$ cat config.mk
export PLATFORM = sky130hd
export DESIGN_NAME = pal_macrocell_array_flat
export DESIGN_NICKNAME = d
export VERILOG_FILES = /design/src/rtl/pal_macrocell_array_if.sv /design/src/rtl/pal_macrocell_array.sv /design/src/flat_wrapper.sv
export SDC_FILE = /design/constraint.sdc
export NUM_CORES = 2
export LEC_CHECK = 0
export BUFFER_PORTS_ARGS = -buffer_cell sky130_fd_sc_hd__buf_2
export CAP_MARGIN = 20
export CORE_MARGIN = 5
export CORE_UTILIZATION = 25
export DETAILED_ROUTE_END_ITERATION = 12
export GPL_ROUTABILITY_DRIVEN = 0
export PLACE_DENSITY = 0.48
export SETUP_SLACK_MARGIN = 0.5
export SYNTH_ARGS = -nofsm -noshare
export SYNTH_HDL_FRONTEND = slang
export SYNTH_SLANG_ARGS = --single-unit
export TNS_END_PERCENT = 100
$ cat constraint.sdc
create_clock -name clk -period 45.7 [get_ports clk]
set_clock_uncertainty 0.15 [all_clocks]
set_input_delay 11.425 -clock clk [delete_from_list [all_inputs] [get_ports clk]]
set_output_delay 11.425 -clock clk [all_outputs]
set_load 0.02 [all_outputs]
$ cat src/rtl/pal_macrocell_array_if.sv
// Fabric and configuration signal bundle between the tile wrapper and the PAL array.
// The wrapper drives the master side; the array sits on the slave side.
interface pal_macrocell_array_if #(
  parameter int N = 8,
  parameter int M = 8
);
  logic         fabric_en;
  logic         cfg_start;
  logic         cfg_valid;
  logic         cfg_bit;
  logic         cfg_commit;
  logic [N-1:0] in_vars;
  logic [M-1:0] out_vals;
  logic         cfg_ready;
  logic         cfg_active;
  logic         cfg_err;

  modport master (
    output fabric_en, cfg_start, cfg_valid, cfg_bit, cfg_commit, in_vars,
    input  out_vals, cfg_ready, cfg_active, cfg_err
  );

  modport slave (
    input  fabric_en, cfg_start, cfg_valid, cfg_bit, cfg_commit, in_vars,
    output out_vals, cfg_ready, cfg_active, cfg_err
  );
endinterface

$ cat src/rtl/pal_macrocell_array.sv
// Parametrised PAL fabric: programmable AND/OR planes plus one macrocell per output.
// Config shifts serially into a shadow chain and is committed atomically to the active plane.
module pal_macrocell_array #(
  parameter int N = 8,
  parameter int M = 8,
  parameter int P = 11
) (
  input  logic                  clk,
  input  logic                  res,
  pal_macrocell_array_if.slave  io_bus
);
  localparam int L       = N + M;
  localparam int TW      = 2 * L;
  localparam int A       = P * TW;
  localparam int B       = A + M * P;
  localparam int CFG_LEN = B + 2 * M;
  localparam int CW      = $clog2(CFG_LEN + 1);
  localparam logic [CW-1:0] CNT_LAST = CW'(CFG_LEN - 1);
  localparam logic [CW-1:0] CNT_ONE  = CW'(1);

  typedef enum logic [1:0] {
    ST_IDLE  = 2'd0,
    ST_SHIFT = 2'd1,
    ST_READY = 2'd2
  } state_t;

  state_t             r_state;
  state_t             w_state_nxt;
  logic [CFG_LEN-1:0] r_shadow;
  logic [CFG_LEN-1:0] r_active;
  logic [CW-1:0]      r_cnt;
  logic [M-1:0]       r_q;
  logic               r_ready;
  logic               r_live;
  logic               r_err;

  logic               w_shift;
  logic               w_commit;
  logic               w_err_set;
  logic [L-1:0]       w_lit;
  logic [P-1:0]       w_term;
  logic [M-1:0]       w_sum;
  logic [M-1:0]       w_mc_out;

  // Config FSM state register.
  always_ff @(posedge clk or posedge res) begin
    if (res) begin
      r_state <= ST_IDLE;
    end else begin
      r_state <= w_state_nxt;
    end
  end

  // Next-state logic; cfg_start overrides every state.
  always_comb begin
    w_state_nxt = r_state;
    if (io_bus.cfg_start) begin
      w_state_nxt = ST_SHIFT;
    end else begin
      case (r_state)
        ST_IDLE: begin
          w_state_nxt = ST_IDLE;
        end
        ST_SHIFT: begin
          if (io_bus.cfg_valid && (r_cnt == CNT_LAST)) begin
            w_state_nxt = ST_READY;
          end else begin
            w_state_nxt = ST_SHIFT;
          end
        end
        ST_READY: begin
          if (io_bus.cfg_commit && !io_bus.cfg_valid) begin
            w_state_nxt = ST_IDLE;
          end else begin
            w_state_nxt = ST_READY;
          end
        end
        default: begin
          w_state_nxt = ST_IDLE;
        end
      endcase
    end
  end

  // FSM action decode: shift, commit and protocol-error strobes.
  always_comb begin
    w_shift   = 1'b0;
    w_commit  = 1'b0;
    w_err_set = 1'b0;
    if (!io_bus.cfg_start) begin
      case (r_state)
        ST_IDLE: begin
          w_err_set = io_bus.cfg_commit;
        end
        ST_SHIFT: begin
          w_shift   = io_bus.cfg_valid;
          w_err_set = io_bus.cfg_commit;
        end
        ST_READY: begin
          // Commit together with an overflowing bit is rejected as a whole.
          w_commit  = io_bus.cfg_commit & ~io_bus.cfg_valid;
          w_err_set = io_bus.cfg_valid;
        end
        default: begin
          w_err_set = 1'b1;
        end
      endcase
    end else begin
      w_shift   = 1'b0;
      w_commit  = 1'b0;
      w_err_set = 1'b0;
    end
  end

  // Shadow chain and bit counter.
  always_ff @(posedge clk or posedge res) begin
    if (res) begin
      r_shadow <= {CFG_LEN{1'b0}};
      r_cnt    <= {CW{1'b0}};
    end else if (io_bus.cfg_start) begin
      r_cnt    <= {CW{1'b0}};
    end else if (w_shift) begin
      r_shadow <= {r_shadow[CFG_LEN-2:0], io_bus.cfg_bit};
      r_cnt    <= r_cnt + CNT_ONE;
    end
  end

  // Status flags: ready, sticky error, live config.
  always_ff @(posedge clk or posedge res) begin
    if (res) begin
      r_ready <= 1'b0;
      r_err   <= 1'b0;
      r_live  <= 1'b0;
    end else begin
      r_ready <= (w_state_nxt == ST_READY);
      if (io_bus.cfg_start) begin
        r_err <= 1'b0;
      end else if (w_err_set) begin
        r_err <= 1'b1;
      end
      if (w_commit) begin
        r_live <= 1'b1;
      end
    end
  end

  // Active plane and macrocell flops; a commit restarts the flops from zero.
  always_ff @(posedge clk or posedge res) begin
    if (res) begin
      r_active <= {CFG_LEN{1'b0}};
      r_q      <= {M{1'b0}};
    end else if (w_commit) begin
      r_active <= r_shadow;
      r_q      <= {M{1'b0}};
    end else if (io_bus.fabric_en && r_live) begin
      r_q      <= w_sum;
    end
  end

  // Feedback literals come only from the flops, so no combinational loop can form.
  assign w_lit = {r_q, io_bus.in_vars};

  genvar gt, gi, gm;
  for (gt = 0; gt < P; gt++) begin : g_term
    logic [L-1:0] w_pos;
    logic [L-1:0] w_neg;
    for (gi = 0; gi < L; gi++) begin : g_lit
      assign w_pos[gi] = r_active[gt*TW + 2*gi];
      assign w_neg[gi] = r_active[gt*TW + 2*gi + 1];
    end
    // An empty term reads as 0 rather than the AND identity.
    assign w_term[gt] = (|(w_pos | w_neg)) &
                        (&((~w_pos | w_lit) & (~w_neg | ~w_lit)));
  end

  for (gm = 0; gm < M; gm++) begin : g_mc
    assign w_sum[gm]    = |(r_active[A + gm*P +: P] & w_term);
    assign w_mc_out[gm] = (r_active[B + 2*gm] ? r_q[gm] : w_sum[gm]) ^ r_active[B + 2*gm + 1];
  end

  assign io_bus.out_vals   = r_live ? w_mc_out : {M{1'b0}};
  assign io_bus.cfg_ready  = r_ready;
  assign io_bus.cfg_active = r_live;
  assign io_bus.cfg_err    = r_err;
endmodule

$ cat src/flat_wrapper.sv
// flat-port wrapper written by rule: the top's interface ports become plain ports
module pal_macrocell_array_flat 
#(
  parameter int N = 8,
  parameter int M = 8,
  parameter int P = 11
)
  (clk, res, io_bus_fabric_en, io_bus_cfg_start, io_bus_cfg_valid, io_bus_cfg_bit, io_bus_cfg_commit, io_bus_in_vars, io_bus_out_vals, io_bus_cfg_ready, io_bus_cfg_active, io_bus_cfg_err);
  pal_macrocell_array_if #(.N(N), .M(M)) io_bus_i ();
  input  logic clk;
  input  logic res;
  input wire logic [$bits(io_bus_i.fabric_en)-1:0] io_bus_fabric_en;
  input wire logic [$bits(io_bus_i.cfg_start)-1:0] io_bus_cfg_start;
  input wire logic [$bits(io_bus_i.cfg_valid)-1:0] io_bus_cfg_valid;
  input wire logic [$bits(io_bus_i.cfg_bit)-1:0] io_bus_cfg_bit;
  input wire logic [$bits(io_bus_i.cfg_commit)-1:0] io_bus_cfg_commit;
  input wire logic [$bits(io_bus_i.in_vars)-1:0] io_bus_in_vars;
  output wire logic [$bits(io_bus_i.out_vals)-1:0] io_bus_out_vals;
  output wire logic [$bits(io_bus_i.cfg_ready)-1:0] io_bus_cfg_ready;
  output wire logic [$bits(io_bus_i.cfg_active)-1:0] io_bus_cfg_active;
  output wire logic [$bits(io_bus_i.cfg_err)-1:0] io_bus_cfg_err;
  assign io_bus_i.fabric_en = io_bus_fabric_en;
  assign io_bus_i.cfg_start = io_bus_cfg_start;
  assign io_bus_i.cfg_valid = io_bus_cfg_valid;
  assign io_bus_i.cfg_bit = io_bus_cfg_bit;
  assign io_bus_i.cfg_commit = io_bus_cfg_commit;
  assign io_bus_i.in_vars = io_bus_in_vars;
  assign io_bus_out_vals = io_bus_i.out_vals;
  assign io_bus_cfg_ready = io_bus_i.cfg_ready;
  assign io_bus_cfg_active = io_bus_i.cfg_active;
  assign io_bus_cfg_err = io_bus_i.cfg_err;
  pal_macrocell_array #(.N(N), .M(M), .P(P)) u_core (.clk(clk), .res(res), .io_bus(io_bus_i));
endmodule
# After elaboration in Yosys (flattened, before gate mapping)
# Index checks and enable logic that the tools add are counted.
[totals] register_bits=934 elab_cells=175 out_inout_bits=11 inputBits=15
[op_classes] bitwise_logic=97 n_eq_ne=4 mux=25 add_sub_neg=1 n_reduce_logical=40
[ops] op="$or A16 B16 Y16" count=33
[ops] op="$not A16 Y16" count=23
[ops] op="$and A16 B16 Y16" count=11
[ops] op="$reduce_and A16 Y1" count=11
[ops] op="$reduce_or A16 Y1" count=11
[ops] op="$and A11 B11 Y11" count=8
[ops] op="$reduce_or A11 Y1" count=8
[ops] op="$mux W8" count=3
[ops] op="$mux W9" count=2
[ops] op="$mux W1" count=15
[ops] op="$and A1 B1 Y1" count=12
[ops] op="$add A9 B1 Y9 const B" count=1
[ops] op="$eq A9 B9 Y1 const B" count=1
[ops] op="$xor A1 B1 Y1" count=8
[ops] op="$mux W2" count=3
[ops] op="$reduce_bool A2 Y1" count=3
[ops] op="$eq A2 B2 Y1 const B" count=2
[ops] op="$pmux W2 S2" count=1
[ops] op="$logic_and A1 B1 Y1" count=3
[ops] op="$eq A2 B1 Y1 const B" count=1
[ops] op="$logic_not A2 Y1" count=1
[ops] op="$not A1 Y1" count=2
[ops] op="$pmux W1 S2" count=1
[ops] op="$reduce_and A2 Y1" count=1
[ops] op="other kinds (2)" count=2

# Longest topological paths before layout
[logic_depth] word_depth=10 ltp_mapped=10 mapped_depth_nobuf=7

# Worst setup path after synthesis
# No wires, ideal clock.
[synth_path] kind="input-to-output" start="in io_bus_in_vars[1]" end="out io_bus_out_vals[4]" t_arrival_ps=13410 stages=9 n_path_buf=2 required_ps=34125 slack_ps=20715 cell_sequence="buf_4 -> mux2i_1 -> nand4_1 -> or4_1 -> buf_4 -> o22ai_1 -> nor2_1 -> and4_4 -> or3_1"
[synth_via] elab_chain_len=10 elab_cells_between_ends=61 classes_between="mux: 2; bitwise: 47; reduce/logical: 12"
[synth_lines] item="start, declared" line="flat_wrapper.sv:17" source="input wire logic [$bits(io_bus_i.in_vars)-1:0] io_bus_in_vars;"
[synth_lines] item="$not A16 Y16" line="pal_macrocell_array.sv:173" source="(&((~w_pos | w_lit) & (~w_neg | ~w_lit)));"
[synth_lines] item="$or A16 B16 Y16" line="pal_macrocell_array.sv:173"
[synth_lines] item="$and A16 B16 Y16" line="pal_macrocell_array.sv:173"
[synth_lines] item="$reduce_and A16 Y1" line="pal_macrocell_array.sv:173"
[synth_lines] item="$and A1 B1 Y1" line="pal_macrocell_array.sv:172" source="assign w_term[gt] = (|(w_pos | w_neg)) &"
[synth_lines] item="$and A11 B11 Y11 *" line="pal_macrocell_array.sv:177" source="assign w_sum[gm] = |(r_active[A + gm*P +: P] & w_term);"
[synth_lines] item="$reduce_or A11 Y1 *" line="pal_macrocell_array.sv:177"
[synth_lines] item="$mux W1 *" line="pal_macrocell_array.sv:178" source="assign w_mc_out[gm] = (r_active[B + 2*gm] ? r_q[gm] : w_sum[gm]) ^ r_active[B + 2*gm + 1];"
[synth_lines] item="$xor A1 B1 Y1 *" line="pal_macrocell_array.sv:178"
[synth_lines] item="$mux W8 *" line="pal_macrocell_array.sv:181" source="assign io_bus.out_vals = r_live ? w_mc_out : {M{1'b0}};"
[synth_lines] item="end, declared" line="flat_wrapper.sv:18" source="output wire logic [$bits(io_bus_i.out_vals)-1:0] io_bus_out_vals;"
# Mark *: on every way between the ends. The rest lies on a longest branch, timed or not.

# Final worst setup path
[layout_path] start="in io_bus_in_vars[4]" end="out io_bus_out_vals[4]"
# Same word-level chain as after synthesis.

==> out/qor.yml <==
outcome:
  outcome: "finished clean"
die:
  rows: 145
  ios: 26
  start_util_pct: 25.2
  coreArea_sq_um: 156000
  dieArea_sq_um: 166000
  die_x_microns: 407
  dieHeight_microns: 407
placed_design:
  port_buffers: 25
  dpl.cell_count: 5545
  hpwl_microns: 63100
sta:
  slew_violations: 0
  setup_viol: 0
  finalSetupTns_ns: 0
  max_freq_mhz: 38.1
  rsz0062_at_grt: "no"
  timing.final.crit_share_pct: 57.4
  tightest_slew_ns: 1.15
  finalHoldViolCount: 0
  max-slew-margin-rel_pct: 23.4
  post-route-min-period_ns: 26.23
power:
  power_density_nw_per_um2: 38.3
  ir_worst_vdd_mv: 0.0237
  power.leakage_nw: 23.3
clocking:
  clk_latency_ns: 0.66
  root_buffer: "clkbuf_16"
  cts_tree: "yes"
  cts_resized: 0
  clock_sinks: 934
  clk_path_buf_depth: 3
  cts_made_buffers: 103
  post_cts_buffers: 0
  path_clk_slew_ns: 0.06
  postCtsHoldBufs: 0
  ctsHtreeMaxLevel: 3
detailed_routing:
  first_pass_iters: 6
  first_iter_violations: 2043
  vias_per_cell: 4.56
  drt-total-wl_microns: 103000
  wl_per_cell_microns: 18.0
  route.detailed.drc: 0
  antenna_left: 0
  vias: 26200
global_route:
  grt_max_degree: 204
  grt_pass1_wl_microns: 163000
  track_usage_pct: 12.5
  overflow: 0
  grt_pass1_vias: 26400
  grt_antenna_before_repair: 10
synthesis:
  postSynthNetCount: 3642
  ys.flop_type: "dfrtp_1"
  async_reset_ff_share_pct: 100
  ys_warn_count: 0
  postSynthAreaPerCell_sq_um: 10.9
  synth-edff-count: 0
  netlist_instances: 3622
  synth.distinct_cells: 61
  ys_seq_area_share_pct: 59.3
  synth_seq_cells: 934
  synth.cell_area_sq_um: 39400
setup_path:
  required_ns: 34.13
  cp-end-kind: "primary output"
  critPathLaunchType: "input port"
  critPathMaxFanout: 11
  cp.arrival_ns: 14.65
  path_class: "input port to primary output"
layout:
  area_growth_pct: 14.3
  nets: 3612
  utilization_pct: 28.8
  final_cells: 5738
  drive_above_1_share_pct: 18.9
min_path:
  hold_class: "flop to flop"
run:
  drv_cap: 0
==> synthesized netlist by cell type (2+ instances only) <==
master / count / area share, %
nand2_1: 1382 / 13
nor3_1: 4 / 0.051
a21oi_1: 9 / 0.11
nand2b_1: 6 / 0.095
or4_1: 10 / 0.19
or2_2: 2 / 0.032
mux2i_1: 179 / 4.5
clkbuf_1: 163 / 1.6
o21ai_0: 72 / 0.91
and3b_1: 3 / 0.067
nand3_1: 18 / 0.23
xnor2_1: 3 / 0.067
xor2_1: 5 / 0.11
a222oi_1: 3 / 0.076
or3_1: 2 / 0.032
nand3b_1: 3 / 0.057
nand4b_1: 16 / 0.36
mux2_2: 456 / 13
o211a_1: 4 / 0.10
nor2b_1: 3 / 0.048
buf_2: 8 / 0.10
buf_6: 15 / 0.43
o22ai_1: 26 / 0.41
o22a_1: 4 / 0.089
a2111oi_0: 3 / 0.067
nand4_1: 75 / 1.2
ha_1: 5 / 0.16
nor4_1: 98 / 1.6
a211oi_1: 2 / 0.038
a311oi_1: 2 / 0.044
nor3b_1: 4 / 0.076
o211ai_1: 4 / 0.076
and2_1: 5 / 0.079
nor4_2: 2 / 0.063
and4_1: 5 / 0.11
a22oi_1: 6 / 0.11
or2_1: 3 / 0.048
dfrtp_1: 934 / 59
inv_1: 4 / 0.038
buf_4: 7 / 0.13
and3_1: 16 / 0.25
nor2_1: 32 / 0.30
==> power by group <==
part / switching, mW / internal, mW
clock: 0.337 / 0.504
sequential: 0.00488 / 0.834
combinational: 0.0310 / 0.0142
total: 0.373 / 1.35
==> stage by stage <==
stage	area, sq um	power [mW]	hold slack [ns]	worst slack (ns)
6_report	45000	1.73	0.318	19.47
5_1_grt	45000	1.79	0.339	19.43
4_1_cts	45000	1.75	0.321	19.50
3_5_place_dp	41600	0.901	0.302	19.50
3_3_place_gp	41600	0.901	0.296	19.52
2_1_floorplan	39400	0.887	0.283	7.86
==> per-layer routing <==
metal	track usage, %	vias up	routed length (microns)
li1	-	12200	-
met1	18.1	13300	50300
met2	19.2	468	46000
met3	2.01	180	4180
met4	3.49	2	2850
met5	0	-	13
==> flip-flops by register name, summed over array words and instances, names as in the netlist <==
| name | flops |
|---|---|
| u_core.io_bus.cfg_active | 1 |
| u_core.io_bus.cfg_err | 1 |
| u_core.io_bus.cfg_ready | 1 |
| u_core.r_active | 456 |
| u_core.r_cnt | 9 |
| u_core.r_q | 8 |
| u_core.r_shadow | 456 |
| u_core.r_state | 2 |
==> layout make-up <==
cell class	count	area, sq um
fillers	16300	111000
flip-flops and latches	934	23400
multi-input cells	2489	15100
clock buffers	158	3130
well taps	2058	2570
repair buffers	60	438
clock inverters	32	343
inverters	4	22.5
diodes	3	7.51
==> kinds of logic (layout without fill, tap and decap cells) <==
| group | count (synthesis) | after routing | share of synthesized area (%) |
|---|---|---|---|
| compound gates | 144 | 144 | 2.29 |
| xor+xnor | 8 | 8 | 0.178 |
| fa+ha+maj | 5 | 5 | 0.159 |
| buf+inv | 199 | 254 | 2.30 |
| flops | 934 | 934 | 59.3 |
| mux | 635 | 635 | 17.6 |
| other cells | 0 | 3 | 0 |
| simple gates | 1697 | 1697 | 18.2 |
==> worst max-delay path, stage by stage <==
cell      delay, ns
buf_2          0.62
mux2i_1        0.26
nand4_1        0.16
nor4_2         0.94
and2_1         0.27
a211oi_1       0.12
and4_4         0.20
or3_1          0.43
buf_2          0.20
==> path summary, 6_finish.rpt <==
check	to	cells past startpoint	from	slack, ns
setup / recovery	io_bus_out_vals[4]	9	io_bus_in_vars[4]	19.47
hold / removal	u_core.r_active[436]	2	u_core.r_active[436]	0.32
setup reg to reg	u_core.r_shadow[206]	8	u_core.r_state[1]	40.87
hold reg to reg	u_core.r_active[436]	2	u_core.r_active[436]	0.32
max in group asynchronous	u_core.r_active[19]	5	res	31.42
min in group asynchronous	u_core.r_shadow[119]	2	res	10.82
==> cells in the final DEF, fill, tap and decap left out, types with 5 or more instances in the layout <==
cell / instances
a21oi_1: 9
and2_1: 5
dfrtp_1: 934
xor2_1: 5
buf_4: 31
clkinv_2: 19
a22oi_1: 6
nand2_1: 1382
o21ai_0: 72
clkbuf_1: 26
ha_1: 5
and4_1: 5
nand2b_1: 5
clkbuf_16: 108
nand4_1: 75
mux2_2: 456
nor2_1: 32
nor4_1: 97
bufinv_16: 6
o22ai_1: 26
nand3_1: 18
mux2i_1: 179
clkbuf_8: 24
buf_2: 25
and3_1: 16
or4_1: 10
nand4b_1: 16
(Power assumes the default switching activity.)
